[config.mk]
export PLATFORM = sky130hd
export DESIGN_NAME = reservation_station
export DESIGN_NICKNAME = d
export VERILOG_FILES = /design/src/rtl/rs_pkg.sv /design/src/rtl/rs_age_select.sv /design/src/rtl/reservation_station.sv
export SDC_FILE = /design/constraint.sdc
export NUM_CORES = 1
export LEC_CHECK = 0
export CORE_ASPECT_RATIO = 0.6
export CORE_MARGIN = 5
export CORE_UTILIZATION = 45
export CTS_CLUSTER_SIZE = 20
export DETAILED_ROUTE_END_ITERATION = 10
export GPL_TIMING_DRIVEN = 0
export SYNTH_ARGS = -nofsm -noshare
export SYNTH_HDL_FRONTEND = slang
export SYNTH_HIERARCHICAL = 1
export SYNTH_SLANG_ARGS = --single-unit
[constraint.sdc]
create_clock -name clk -period 9 [get_ports clk]
set_clock_uncertainty 0.1 [all_clocks]
set_input_delay 1.8 -clock clk [delete_from_list [all_inputs] [get_ports clk]]
set_output_delay 1.8 -clock clk [all_outputs]
set_load 0.1 [all_outputs]
[src/rtl/rs_pkg.sv]
// Shared constants for the reservation station.
// SRC0 selects the low half of the packed dispatch source buses and feeds iss_a;
// SRC1 selects the high half and feeds iss_b.
package rs_pkg;
  localparam int SRC0    = 0;
  localparam int SRC1    = 1;
  localparam int NUM_SRC = 2;
endpackage

[src/rtl/rs_age_select.sv]
// Age matrix with oldest-eligible select.
// Ports:
//   clk, rst   - clock and synchronous active-high reset
//   disp_oh    - one-hot entry being written this cycle (zero when none)
//   free_oh    - one-hot entry being released this cycle (zero when none)
//   elig       - per-entry eligibility
//   oldest_oh  - one-hot oldest eligible entry
//   any_elig   - at least one entry is eligible
// age_q[i][j] = 1 means entry i is older than entry j.
module rs_age_select #(
  parameter int DEPTH = 8
) (
  input  logic             clk,
  input  logic             rst,
  input  logic [DEPTH-1:0] disp_oh,
  input  logic [DEPTH-1:0] free_oh,
  input  logic [DEPTH-1:0] elig,
  output logic [DEPTH-1:0] oldest_oh,
  output logic             any_elig
);
  logic [DEPTH-1:0][DEPTH-1:0] age_q, age_d;

  always_comb begin
    age_d = age_q;
    for (int i = 0; i < DEPTH; i++) begin
      for (int j = 0; j < DEPTH; j++) begin
        if (free_oh[i]) begin
          age_d[i][j] = 1'b0;
          age_d[j][i] = 1'b0;
        end
      end
    end
    // A new entry is younger than everything already present.
    for (int i = 0; i < DEPTH; i++) begin
      for (int j = 0; j < DEPTH; j++) begin
        if (disp_oh[i]) begin
          age_d[i][j] = 1'b0;
          age_d[j][i] = (i != j);
        end
      end
    end
  end

  always_comb begin
    oldest_oh = '0;
    for (int i = 0; i < DEPTH; i++) begin
      logic blocked;
      blocked = 1'b0;
      for (int j = 0; j < DEPTH; j++) begin
        if (elig[j] && age_q[j][i]) blocked = 1'b1;
      end
      oldest_oh[i] = elig[i] && !blocked;
    end
  end

  assign any_elig = |elig;

  always_ff @(posedge clk) begin
    if (rst) age_q <= '0;
    else     age_q <= age_d;
  end
endmodule

[src/rtl/reservation_station.sv]
// Reservation station: buffers DEPTH dispatched operations, captures pending
// operands from the CDB, and issues the oldest ready operation to one FU.
// Ports:
//   clk, rst, flush                     - clock, sync active-high reset, discard-all
//   disp_valid/disp_ready + disp_*      - dispatch handshake and payload (src1 in high half)
//   cdb_valid/cdb_tag/cdb_data          - result broadcast bus
//   iss_valid/iss_ready + iss_*         - issue handshake and payload
//   occupancy                           - number of valid entries
module reservation_station
  import rs_pkg::*;
#(
  parameter int DEPTH = 8,
  parameter int XLEN  = 32,
  parameter int TAG_W = 3,
  parameter int OP_W  = 3
) (
  input  logic                         clk,
  input  logic                         rst,
  input  logic                         flush,
  input  logic                         disp_valid,
  output logic                         disp_ready,
  input  logic [TAG_W-1:0]             disp_tag,
  input  logic [OP_W-1:0]              disp_op,
  input  logic [1:0]                   disp_src_rdy,
  input  logic [2*TAG_W-1:0]           disp_src_tag,
  input  logic [2*XLEN-1:0]            disp_src_val,
  input  logic                         cdb_valid,
  input  logic [TAG_W-1:0]             cdb_tag,
  input  logic [XLEN-1:0]              cdb_data,
  output logic                         iss_valid,
  input  logic                         iss_ready,
  output logic [TAG_W-1:0]             iss_tag,
  output logic [OP_W-1:0]              iss_op,
  output logic [XLEN-1:0]              iss_a,
  output logic [XLEN-1:0]              iss_b,
  output logic [$clog2(DEPTH+1)-1:0]   occupancy
);
  localparam int OCC_W = $clog2(DEPTH+1);

  typedef struct packed {
    logic             rdy;
    logic [TAG_W-1:0] tag;
    logic [XLEN-1:0]  val;
  } src_t;

  typedef struct packed {
    logic                      valid;
    logic [TAG_W-1:0]          tag;
    logic [OP_W-1:0]           op;
    src_t [NUM_SRC-1:0]        src;
  } entry_t;

  entry_t             ent_q [DEPTH];
  entry_t             ent_d [DEPTH];
  logic [OCC_W-1:0]   occ_q, occ_d;
  logic               lock_q, lock_d;
  logic [DEPTH-1:0]   lock_oh_q, lock_oh_d;
  logic [DEPTH-1:0]   slot_oh, elig, oldest_oh, sel_oh;
  logic               any_elig, disp_fire, iss_fire;

  // Lowest-index free slot.
  always_comb begin
    slot_oh = '0;
    for (int i = DEPTH-1; i >= 0; i--) begin
      if (!ent_q[i].valid) slot_oh = DEPTH'(1) << i;
    end
  end

  always_comb begin
    for (int i = 0; i < DEPTH; i++) begin
      elig[i] = ent_q[i].valid && ent_q[i].src[SRC0].rdy && ent_q[i].src[SRC1].rdy;
    end
  end

  rs_age_select #(.DEPTH(DEPTH)) u_age (
    .clk       (clk),
    .rst       (rst),
    .disp_oh   (disp_fire ? slot_oh : '0),
    .free_oh   (iss_fire ? sel_oh : '0),
    .elig      (elig),
    .oldest_oh (oldest_oh),
    .any_elig  (any_elig)
  );

  assign disp_ready = (occ_q < OCC_W'(DEPTH)) && !rst && !flush;
  assign disp_fire  = disp_valid && disp_ready;
  // A locked entry stays presented even if an older one becomes eligible.
  assign sel_oh     = lock_q ? lock_oh_q : oldest_oh;
  assign iss_valid  = lock_q || any_elig;
  assign iss_fire   = iss_valid && iss_ready && !flush;
  assign occupancy  = occ_q;

  // OR-mux over a one-hot select: payload reads zero when nothing is selected.
  always_comb begin
    iss_tag = '0;
    iss_op  = '0;
    iss_a   = '0;
    iss_b   = '0;
    for (int i = 0; i < DEPTH; i++) begin
      if (sel_oh[i]) begin
        iss_tag = iss_tag | ent_q[i].tag;
        iss_op  = iss_op  | ent_q[i].op;
        iss_a   = iss_a   | ent_q[i].src[SRC0].val;
        iss_b   = iss_b   | ent_q[i].src[SRC1].val;
      end
    end
  end

  always_comb begin
    for (int i = 0; i < DEPTH; i++) begin
      ent_d[i] = ent_q[i];
      for (int s = 0; s < NUM_SRC; s++) begin
        if (ent_q[i].valid && !ent_q[i].src[s].rdy && cdb_valid &&
            cdb_tag == ent_q[i].src[s].tag) begin
          ent_d[i].src[s].rdy = 1'b1;
          ent_d[i].src[s].val = cdb_data;
        end
      end
      if (iss_fire && sel_oh[i]) ent_d[i].valid = 1'b0;
      if (disp_fire && slot_oh[i]) begin
        ent_d[i].valid = 1'b1;
        ent_d[i].tag   = disp_tag;
        ent_d[i].op    = disp_op;
        for (int s = 0; s < NUM_SRC; s++) begin
          ent_d[i].src[s].rdy = disp_src_rdy[s];
          ent_d[i].src[s].tag = disp_src_tag[s*TAG_W +: TAG_W];
          ent_d[i].src[s].val = disp_src_val[s*XLEN +: XLEN];
          // Same-cycle CDB bypass for a source that is still pending.
          if (!disp_src_rdy[s] && cdb_valid && cdb_tag == disp_src_tag[s*TAG_W +: TAG_W]) begin
            ent_d[i].src[s].rdy = 1'b1;
            ent_d[i].src[s].val = cdb_data;
          end
        end
      end
      if (flush) ent_d[i].valid = 1'b0;
    end
  end

  always_comb begin
    lock_d    = lock_q;
    lock_oh_d = lock_oh_q;
    if (flush) begin
      lock_d = 1'b0;
    end else if (iss_valid && !iss_ready) begin
      lock_d    = 1'b1;
      lock_oh_d = sel_oh;
    end else if (iss_fire) begin
      lock_d = 1'b0;
    end
  end

  always_comb begin
    if (flush) occ_d = '0;
    else       occ_d = occ_q + OCC_W'(disp_fire) - OCC_W'(iss_fire);
  end

  // Only control state is reset; payload fields are qualified by valid.
  always_ff @(posedge clk) begin
    if (rst) begin
      for (int i = 0; i < DEPTH; i++) ent_q[i].valid <= 1'b0;
      lock_q <= 1'b0;
      occ_q  <= '0;
    end else begin
      for (int i = 0; i < DEPTH; i++) ent_q[i] <= ent_d[i];
      lock_q <= lock_d;
      occ_q  <= occ_d;
    end
    lock_oh_q <= lock_oh_d;
  end
endmodule

==> out/metrics.cfg, run 1 <==
[global_route]
met2_usage = 0.419
antenna_found_initial = 10
busiest_layer = met1
grt_pass1_vias = 21942
use_met3 = 0.106
met1_usage = 0.445
grt_pass1_wl_mm = 166
grt_overflow = 0
grtUsageTotal = 0.301
grt_max_degree = 26

[drt]
drc = 0
vias_per_cell = 6.44
antenna_left = 0
first_pass_iters = 8
drt_iter0_markers = 3265
routed_wirelength_mm = 119
route.vias.total = 22582
routedWlPerCell_um = 34.0

[layout]
fin_area_sq_um = 38400
multi_input_area_sq_um = 11500
final_nets = 2606
final_util = 0.534
layout-drive-gt1-share = 0.234
syn_to_final_growth_pct = 17.5
n_fill_cell = 5874
stdcell_count = 3508
seqCellArea_sq_um = 20400

[critical_path]
cp_common_cell = clkbuf_1
crit_required_ps = 7100
crit_path_max_fanout = 10
crit_slowest_cell = clkdlybuf4s50_1
setup.worst_path.start = ent_q[0][394]$_SDFFE_PP0P_
max_stage_delay_ps = 1170
worst_setup_path_start_kind = flop
crit_type = reg2out
critPathCaptureType = output pin
crit_arrival_ps = 6820
crit_family = buffers and inverters
r2r_start = ent_q[0][394]$_SDFFE_PP0P_
path_cells = clkbuf_1 -> and3_1 -> buf_2 -> a22o_1 -> a221oi_2 -> and4_1 -> mux2i_1 -> clkinv_1 -> clkbuf_1 -> clkbuf_1 -> a22oi_1 -> nand3_1 -> clkdlybuf4s50_1
path_buf_inv = 6

[die]
ios = 195
start_util = 0.455
row_count = 76
die-area_sq_um = 78200
die_w_um = 358
core_sq_um = 71800
die_h_um = 219

[synth]
netlist-cell-type-count = 59
postSynthCellCount = 2199
syn_avg_cell_area_sq_um = 14.9
yosysSeqAreaShare = 0.623
yosys.area.top_type_share = 0.581
synthesis.nets = 2323
synthAdderAreaFrac = 0.00215
synth_area_leaders = edfxtp_1, mux2_2, dfxtp_1
synth-compound-area-share = 0.0951
netlist_area_sq_um = 32700
synth_edf_count = 632
synth_warnings = 6
synthMuxAreaShare = 0.186
netlist_top_cells_count = edfxtp_1, mux2_2, a22oi_1
synth_top_family_by_area = multiplexers
synthSimpleGateAreaFrac = 0.0497
async_flop_share = 0
synth_xor_area_frac = 0.0153
synth_area_leader_cell = edfxtp_1
synthMostInstantiatedCell = edfxtp_1
synth_seq_cells = 701
ys.flop_type = edfxtp_1

[placed_design]
placed_cells = 3384
portBuffers = 191
gp_congestion = 0.900
dpl_cell_area_sq_um = 36200
pre_cts_slack_ps = 1140
dp.final_hpwl_mm = 79.5

[clock_tree]
h-tree-depth = 3
cts.clk_slew.worst_paths_ps = 60
cts_tree = done
clockRootBuffer = clkbuf_16
numCtsBuffers = 71
clockBufferDepth = 3
clk_latency_ps = 620
cts.sinks = 701
post_cts_buffers = 0
ctsResizeCount = 0
hold_buffers = 0

[sta]
setup_viol = 0
fin_crit_ps = 8720
slew-limit-headroom = -0.0421
slew_viol_final = 11
rsz0062_at_grt = no
worst_slack_ps = 284
worst_pin_slew_ps = 1560
hold_viol = 0
fin_crit_sh = 0.968
max_freq_mhz = 115
tns_ps = 0

[hold_path]
hold_start = u_age/age_q[15]$_SDFFE_PP0P_
hp-class = reg2reg

[pwr]
cellPowerDensity_nw_per_um2 = 176
peakVddDrop_mv = 0.139
p_leak_nw = 12.8

[run_status]
outcome = complete, but fails checks
violations = capacitance limit, slew limit

[flow_run]
cap_viol_max_count = 1

placed cells by master, fill, tap and decap left out, types with 5 or more instances in the layout:
cell type,instances
a2bb2oi_1,8
clkinv_2,10
a221oi_1,70
nor2_1,64
mux2i_1,8
inv_1,23
and3_1,10
nor2_4,8
nand2_1,23
nand3_1,71
clkbuf_1,122
buf_1,38
xnor2_1,7
dfxtp_1,69
nor4_1,11
a21oi_1,24
mux2_1,120
xor2_1,50
nand3b_1,9
a221oi_2,8
o21ai_0,16
and2_2,8
or4_1,8
clkbuf_16,74
a22oi_1,148
clkbuf_2,5
buf_4,5
clkdlybuf4s50_1,191
and4_1,8
edfxtp_1,632
inv_2,6
buf_2,27
nor3_1,38
clkinv_1,18
buf_12,15
a31oi_1,48
mux2_4,60
a22o_1,78
buf_6,9
mux2_2,332
sequential cells by signal, indices dropped and copies added, names as in the netlist:
register,flops
u_age/age_q,56
lock_q,1
occupancy,4
lock_oh_q,8
ent_q,632
report_power, final:
group	internal (mW)	switching, mW
Combinational	0.165	0.199
Clock	1.58	1.26
Sequential	3.56	0.00690
worst min-delay path, delay by kind of cell, from the launching register on:
family	cells	cell delay (ps)
and+or+nand+nor	1	80
DFF	1	320
AOI/OAI and AO/OA	1	70
worst paths after layout:
path	to	slack, ps	cells past startpoint
setup / recovery	iss_a[9]	280	13
hold / removal	u_age/age_q[15]$_SDFFE_PP0P_	410	2
setup reg to reg	lock_oh_q[5]$_DFFE_PP_	3990	10
hold reg to reg	u_age/age_q[15]$_SDFFE_PP0P_	410	2
metrics by stage:
step                      total power [mW]  hold slack [ps]
after floorplan                       3.83              368
after global placement                3.98              384
after detailed placement              3.99              395
after CTS                             6.78              408
after global routing                  6.95              437
final                                 6.77              411
cells by family after synthesis:
group,Yosys count
buffers and inverters,219
and+or+nand+nor,296
AOI/OAI and AO/OA,401
muxes,520
xor gates and xnor gates,57
DFF,701
adders and majority gates,5
cell type report:
type / count / share of cell area
flip-flops and latches: 701 / 0.531
multi-input cells: 1279 / 0.299
repair buffers: 210 / 0.0591
clock buffers: 96 / 0.0510
well taps: 975 / 0.0318
plain buffers: 183 / 0.0207
clock inverters: 25 / 0.00417
inverters: 36 / 0.00365
diodes: 3 / 0.000196
routing by layer:
layer	vias to the layer above	wire length, um	part of all wire
met3	212	16400	0.14
met1	11456	50500	0.42
met5	-	73	0.00061
li1	9324	-	-
met4	12	3470	0.029
met2	1578	48700	0.41
Power figures use the tool's default switching activity.
==> run 2, diff against run 1 <==
--- a/config.mk
+++ b/config.mk
@@ -5,6 +5,7 @@
 export SDC_FILE = /design/constraint.sdc
 export NUM_CORES = 1
 export LEC_CHECK = 0
+export CAP_MARGIN = 20
 export CORE_ASPECT_RATIO = 0.6
 export CORE_MARGIN = 5
 export CORE_UTILIZATION = 45
==> out/metrics.cfg, run 2 (same netlist as run 1, synthesis figures left out) <==
[clock_tree]
clockBufferDepth = 3
clk_latency_ps = 620
hold_buffers = 0
cts_tree = done
h-tree-depth = 3
cts.clk_slew.worst_paths_ps = 60
ctsResizeCount = 0
post_cts_buffers = 0
numCtsBuffers = 70
cts.sinks = 701
clockRootBuffer = clkbuf_16

[sta]
setup_viol = 0
tns_ps = 0
fin_crit_sh = 0.933
rsz0062_at_grt = no
slew-limit-headroom = 0.155
fin_crit_ps = 8400
worst_slack_ps = 601
worst_pin_slew_ps = 1270
max_freq_mhz = 119
hold_viol = 0
slew_viol_final = 0

[critical_path]
crit_type = reg2out
crit_required_ps = 7100
crit_path_max_fanout = 10
worst_setup_path_start_kind = flop
critPathCaptureType = output pin
crit_arrival_ps = 6500

[pwr]
cellPowerDensity_nw_per_um2 = 174
power_frac_seq = 0.532
p_clk_frac = 0.414
p_leak_nw = 12.9
p_comb_frac = 0.055
p_sw_mw = 1.47
p_int_mw = 5.24
peakVddDrop_mv = 0.143
swShare = 0.218

[drt]
vias_per_cell = 6.42
antenna_left = 0
routed_wirelength_mm = 119
routedWlPerCell_um = 33.8
drt_iter0_markers = 3371
drc = 0
first_pass_iters = 6
route.vias.total = 22640

[placed_design]
pre_cts_slack_ps = 1490
placed_cells = 3405
dpl_cell_area_sq_um = 36500
gp_congestion = 0.900
dp.final_hpwl_mm = 81.5
portBuffers = 191

[layout]
final_nets = 2629
n_fill_cell = 5876
fin_area_sq_um = 38600
largest_reg_flops = 632
top_regs = ent_q (632), u_age/age_q (56), lock_oh_q (8)
syn_to_final_growth_pct = 18.3
mostFrequentLayoutCells = edfxtp_1, mux2_2, clkdlybuf4s50_1
final_common_cell = edfxtp_1
layout-drive-gt1-share = 0.240
largest-register = ent_q
stdcell_count = 3529

[global_route]
grt_max_degree = 26
grt_overflow = 0
grt_pass1_wl_mm = 165
grt_pass1_vias = 21773
antenna_found_initial = 8
grtUsageTotal = 0.300

[die]
ios = 195
die_w_um = 358
die_h_um = 219
die-area_sq_um = 78200
start_util = 0.455
row_count = 76
core_sq_um = 71800

[run_status]
outcome = finished, final reports clean

[flow_run]
cap_viol_max_count = 0

[hold_path]
hp-class = reg2reg

[run 2: changes by cell type in the layout (fill, tap and decap cells not counted), sizes merged]
| cell | change |
|---|---|
| diode | -1 |
| inv | +1 |
| clkbuf | -8 |
| clkinv | +2 |
| clkinvlp | +2 |
| buf | +25 |
[run 2: per-layer routing]
layer	vias to the layer above	routed length (um)	GRT usage
li1	9389	-	-
met1	11545	51100	0.448
met2	1506	49200	0.419
met3	192	15600	0.0984
met4	8	3340	0.0790
met5	-	58	0
[run 2: worst paths after layout]
path / start / end / slack (ps) / depth (start not counted)
setup / recovery: ent_q[0][394]$_SDFFE_PP0P_ / iss_b[22] / 600 / 13
hold / removal: u_age/age_q[31]$_SDFFE_PP0P_ / u_age/age_q[31]$_SDFFE_PP0P_ / 410 / 2
setup reg to reg: ent_q[0][394]$_SDFFE_PP0P_ / lock_oh_q[0]$_DFFE_PP_ / 4410 / 9
hold reg to reg: u_age/age_q[31]$_SDFFE_PP0P_ / u_age/age_q[31]$_SDFFE_PP0P_ / 410 / 2
[run 2: per-stage QoR]
stage,util,hold slack (ps),power [mW]
2_1_floorplan,-,368,3.83
3_3_place_gp,0.499,384,3.98
3_5_place_dp,0.509,394,3.99
4_1_cts,0.538,408,6.72
5_1_grt,0.538,436,6.89
6_report,0.538,414,6.71
[run 2: cell type report]
type                       instances  area (sq um)  area share
antenna                            2          5.00    0.000129
buffer                           183           793      0.0205
clock buffer                      89          1860      0.0482
clock inverter                    30           191     0.00495
inverter                          36           140     0.00363
multi-input combinational       1279         11500       0.296
sequential                       701         20400       0.527
tap                              975          1220      0.0316
timing repair buffer             234          2620      0.0677
[run 2: critical path: stages, from the launching register on]
cell             delay (ps)
dfxtp_1                 350
clkbuf_1                450
and3_1                  270
buf_2                   310
a22o_1                  200
a221oi_2                 40
and4_1                  230
mux2i_1                 310
clkinv_1                660
clkbuf_1                620
clkbuf_1                670
a221oi_1                450
nand3_1                 260
clkdlybuf4s50_1        1040
[run 2: power groups by stage]
| stage | Clock [mW] | Combinational, mW | Sequential [mW] |
|---|---|---|---|
| 6_report | 2.77 | 0.366 | 3.57 |
| 5_1_grt | 2.94 | 0.387 | 3.57 |
| 4_1_cts | 2.80 | 0.358 | 3.57 |
| 3_5_place_dp | 0 | 0.356 | 3.64 |
| 3_3_place_gp | 0 | 0.341 | 3.64 |
| 2_1_floorplan | 0 | 0.193 | 3.64 |
==> run 3, diff against run 2 <==
--- a/config.mk
+++ b/config.mk
@@ -12,6 +12,7 @@
 export CTS_CLUSTER_SIZE = 20
 export DETAILED_ROUTE_END_ITERATION = 10
 export GPL_TIMING_DRIVEN = 0
+export PLACE_DENSITY = 0.67
 export SYNTH_ARGS = -nofsm -noshare
 export SYNTH_HDL_FRONTEND = slang
 export SYNTH_HIERARCHICAL = 1
==> out/metrics.cfg, run 3 (same netlist as run 1, synthesis figures left out) <==
[sta]
worst_pin_slew_ps = 1320
tns_ps = 0
fin_crit_sh = 0.959
slew_viol_final = 0
hold_viol = 0
fin_crit_ps = 8630
timing.hold.ws_ps = 413
rsz0062_at_grt = no
slew-limit-headroom = 0.121
setup_viol = 0
max_freq_mhz = 116

[pwr]
peakVddDrop_mv = 0.136
cellPowerDensity_nw_per_um2 = 174
totalPowerFinal_mw = 6.74
p_leak_nw = 12.9

[layout]
final_util = 0.538
syn_to_final_growth_pct = 18.3
final_nets = 2621
top_regs = ent_q (632), u_age/age_q (56), lock_oh_q (8)
largest_reg_flops = 632
final_common_cell = edfxtp_1
layout-drive-gt1-share = 0.237
mostFrequentLayoutCells = edfxtp_1, mux2_2, clkdlybuf4s50_1
largest-register = ent_q

[global_route]
grt_overflow = 0
grt_max_degree = 27
grt_pass1_wl_mm = 162
grtUsageTotal = 0.292
grt_pass1_vias = 22409
antenna_found_initial = 10

[die]
die_h_um = 219
die-area_sq_um = 78200
ios = 195
row_count = 76
die_w_um = 358
start_util = 0.455
core_sq_um = 71800

[drt]
vias_per_cell = 6.44
antenna_left = 0
top_layer = met5
drt_iter0_markers = 3621
met2WireLength_mm = 49.1
route.vias.total = 22688
routedWlPerCell_um = 32.9
dr_wl_met3_mm = 16.6
wl_met1_mm = 46.5
first_pass_iters = 6
routed_wirelength_mm = 116
drc = 0

[hold_path]
whs_path_depth = 2
hold_end = u_age/age_q[3]$_SDFFE_PP0P_
hold_start = u_age/age_q[3]$_SDFFE_PP0P_
hp-class = reg2reg

[critical_path]
r2r-end = lock_oh_q[2]$_DFFE_PP_
crit_type = reg2out
reg2reg_slack_ps = 4120
setup.worst_path.start = ent_q[0][394]$_SDFFE_PP0P_
crit_path_max_fanout = 10
crit_arrival_ps = 6730
worst_setup_path_start_kind = flop
crit_required_ps = 7100
r2r_start = ent_q[0][394]$_SDFFE_PP0P_
critPathCaptureType = output pin
r2r.worst_path.cells = 9

[placed_design]
portBuffers = 191
gp_congestion = 0.910
dp.final_hpwl_mm = 79.6

[clock_tree]
cts.clk_slew.worst_paths_ps = 60
ctsResizeCount = 0
cts.sinks = 701
clk_latency_ps = 620
hold_buffers = 0
clockBufferDepth = 3
numCtsBuffers = 68
clockRootBuffer = clkbuf_16
cts_tree = done
post_cts_buffers = 0
h-tree-depth = 3

[run_status]
outcome = finished, final reports clean

[flow_run]
cap_viol_max_count = 0

==> run 3: worst max-delay path by stage <==
stage                                         end  slack, ps
after floorplan                        disp_ready       3520
after global placement    ent_q[0][559]$_DFFE_PP_        790
after detailed placement                iss_a[23]       1270
after CTS                               iss_a[23]        600
after global routing                     iss_b[3]        300
final                                    iss_a[1]        370
==> run 3: final cells by class <==
cell class / instances / area [sq um]
inverter: 36 / 140
clock buffer: 88 / 1840
sequential: 701 / 20400
buffer: 183 / 792
multi-input combinational: 1279 / 11500
antenna: 4 / 10.0
fill: 5881 / 33200
tap: 975 / 1220
timing repair buffer: 228 / 2570
clock inverter: 30 / 246
==> run 3: report_power, final <==
group | internal (mW) | leakage, nW | switching [mW]
Clock | 1.56 | 1.02 | 1.25
Combinational | 0.166 | 5.59 | 0.201
Sequential | 3.56 | 6.26 | 0.00703
Total | 5.28 | 12.9 | 1.46
==> run 3: worst max-delay path, cell delays in order, from the launching register on <==
cell and delay [ps]:
dfxtp_1 350, clkbuf_1 400, and3_1 300, buf_2 310, a22o_1 190, a221oi_2 40, and4_1 220, mux2i_1 400
clkinv_1 830, clkbuf_1 660, clkbuf_1 610, a22oi_1 370, nand3_1 310, clkdlybuf4s50_1 1090
==> run 3: layer usage <==
| layer | up-vias | track usage |
|---|---|---|
| met4 | 8 | 0.0970 |
| li1 | 9361 | - |
| met3 | 241 | 0.0893 |
| met2 | 1669 | 0.419 |
| met1 | 11409 | 0.422 |
| met5 | - | 0 |
==> run 3: through the flow <==
| stage | instance area, sq um | cells | setup WS (ps) |
|---|---|---|---|
| finish | 38600 | 3524 | 366 |
| global route | 38600 | 3523 | 302 |
| CTS | 38500 | 3512 | 600 |
| detailed placement | 36400 | 3394 | 1270 |
| global placement | 35800 | 3365 | 786 |
| floorplan | 32700 | 2199 | 3520 |
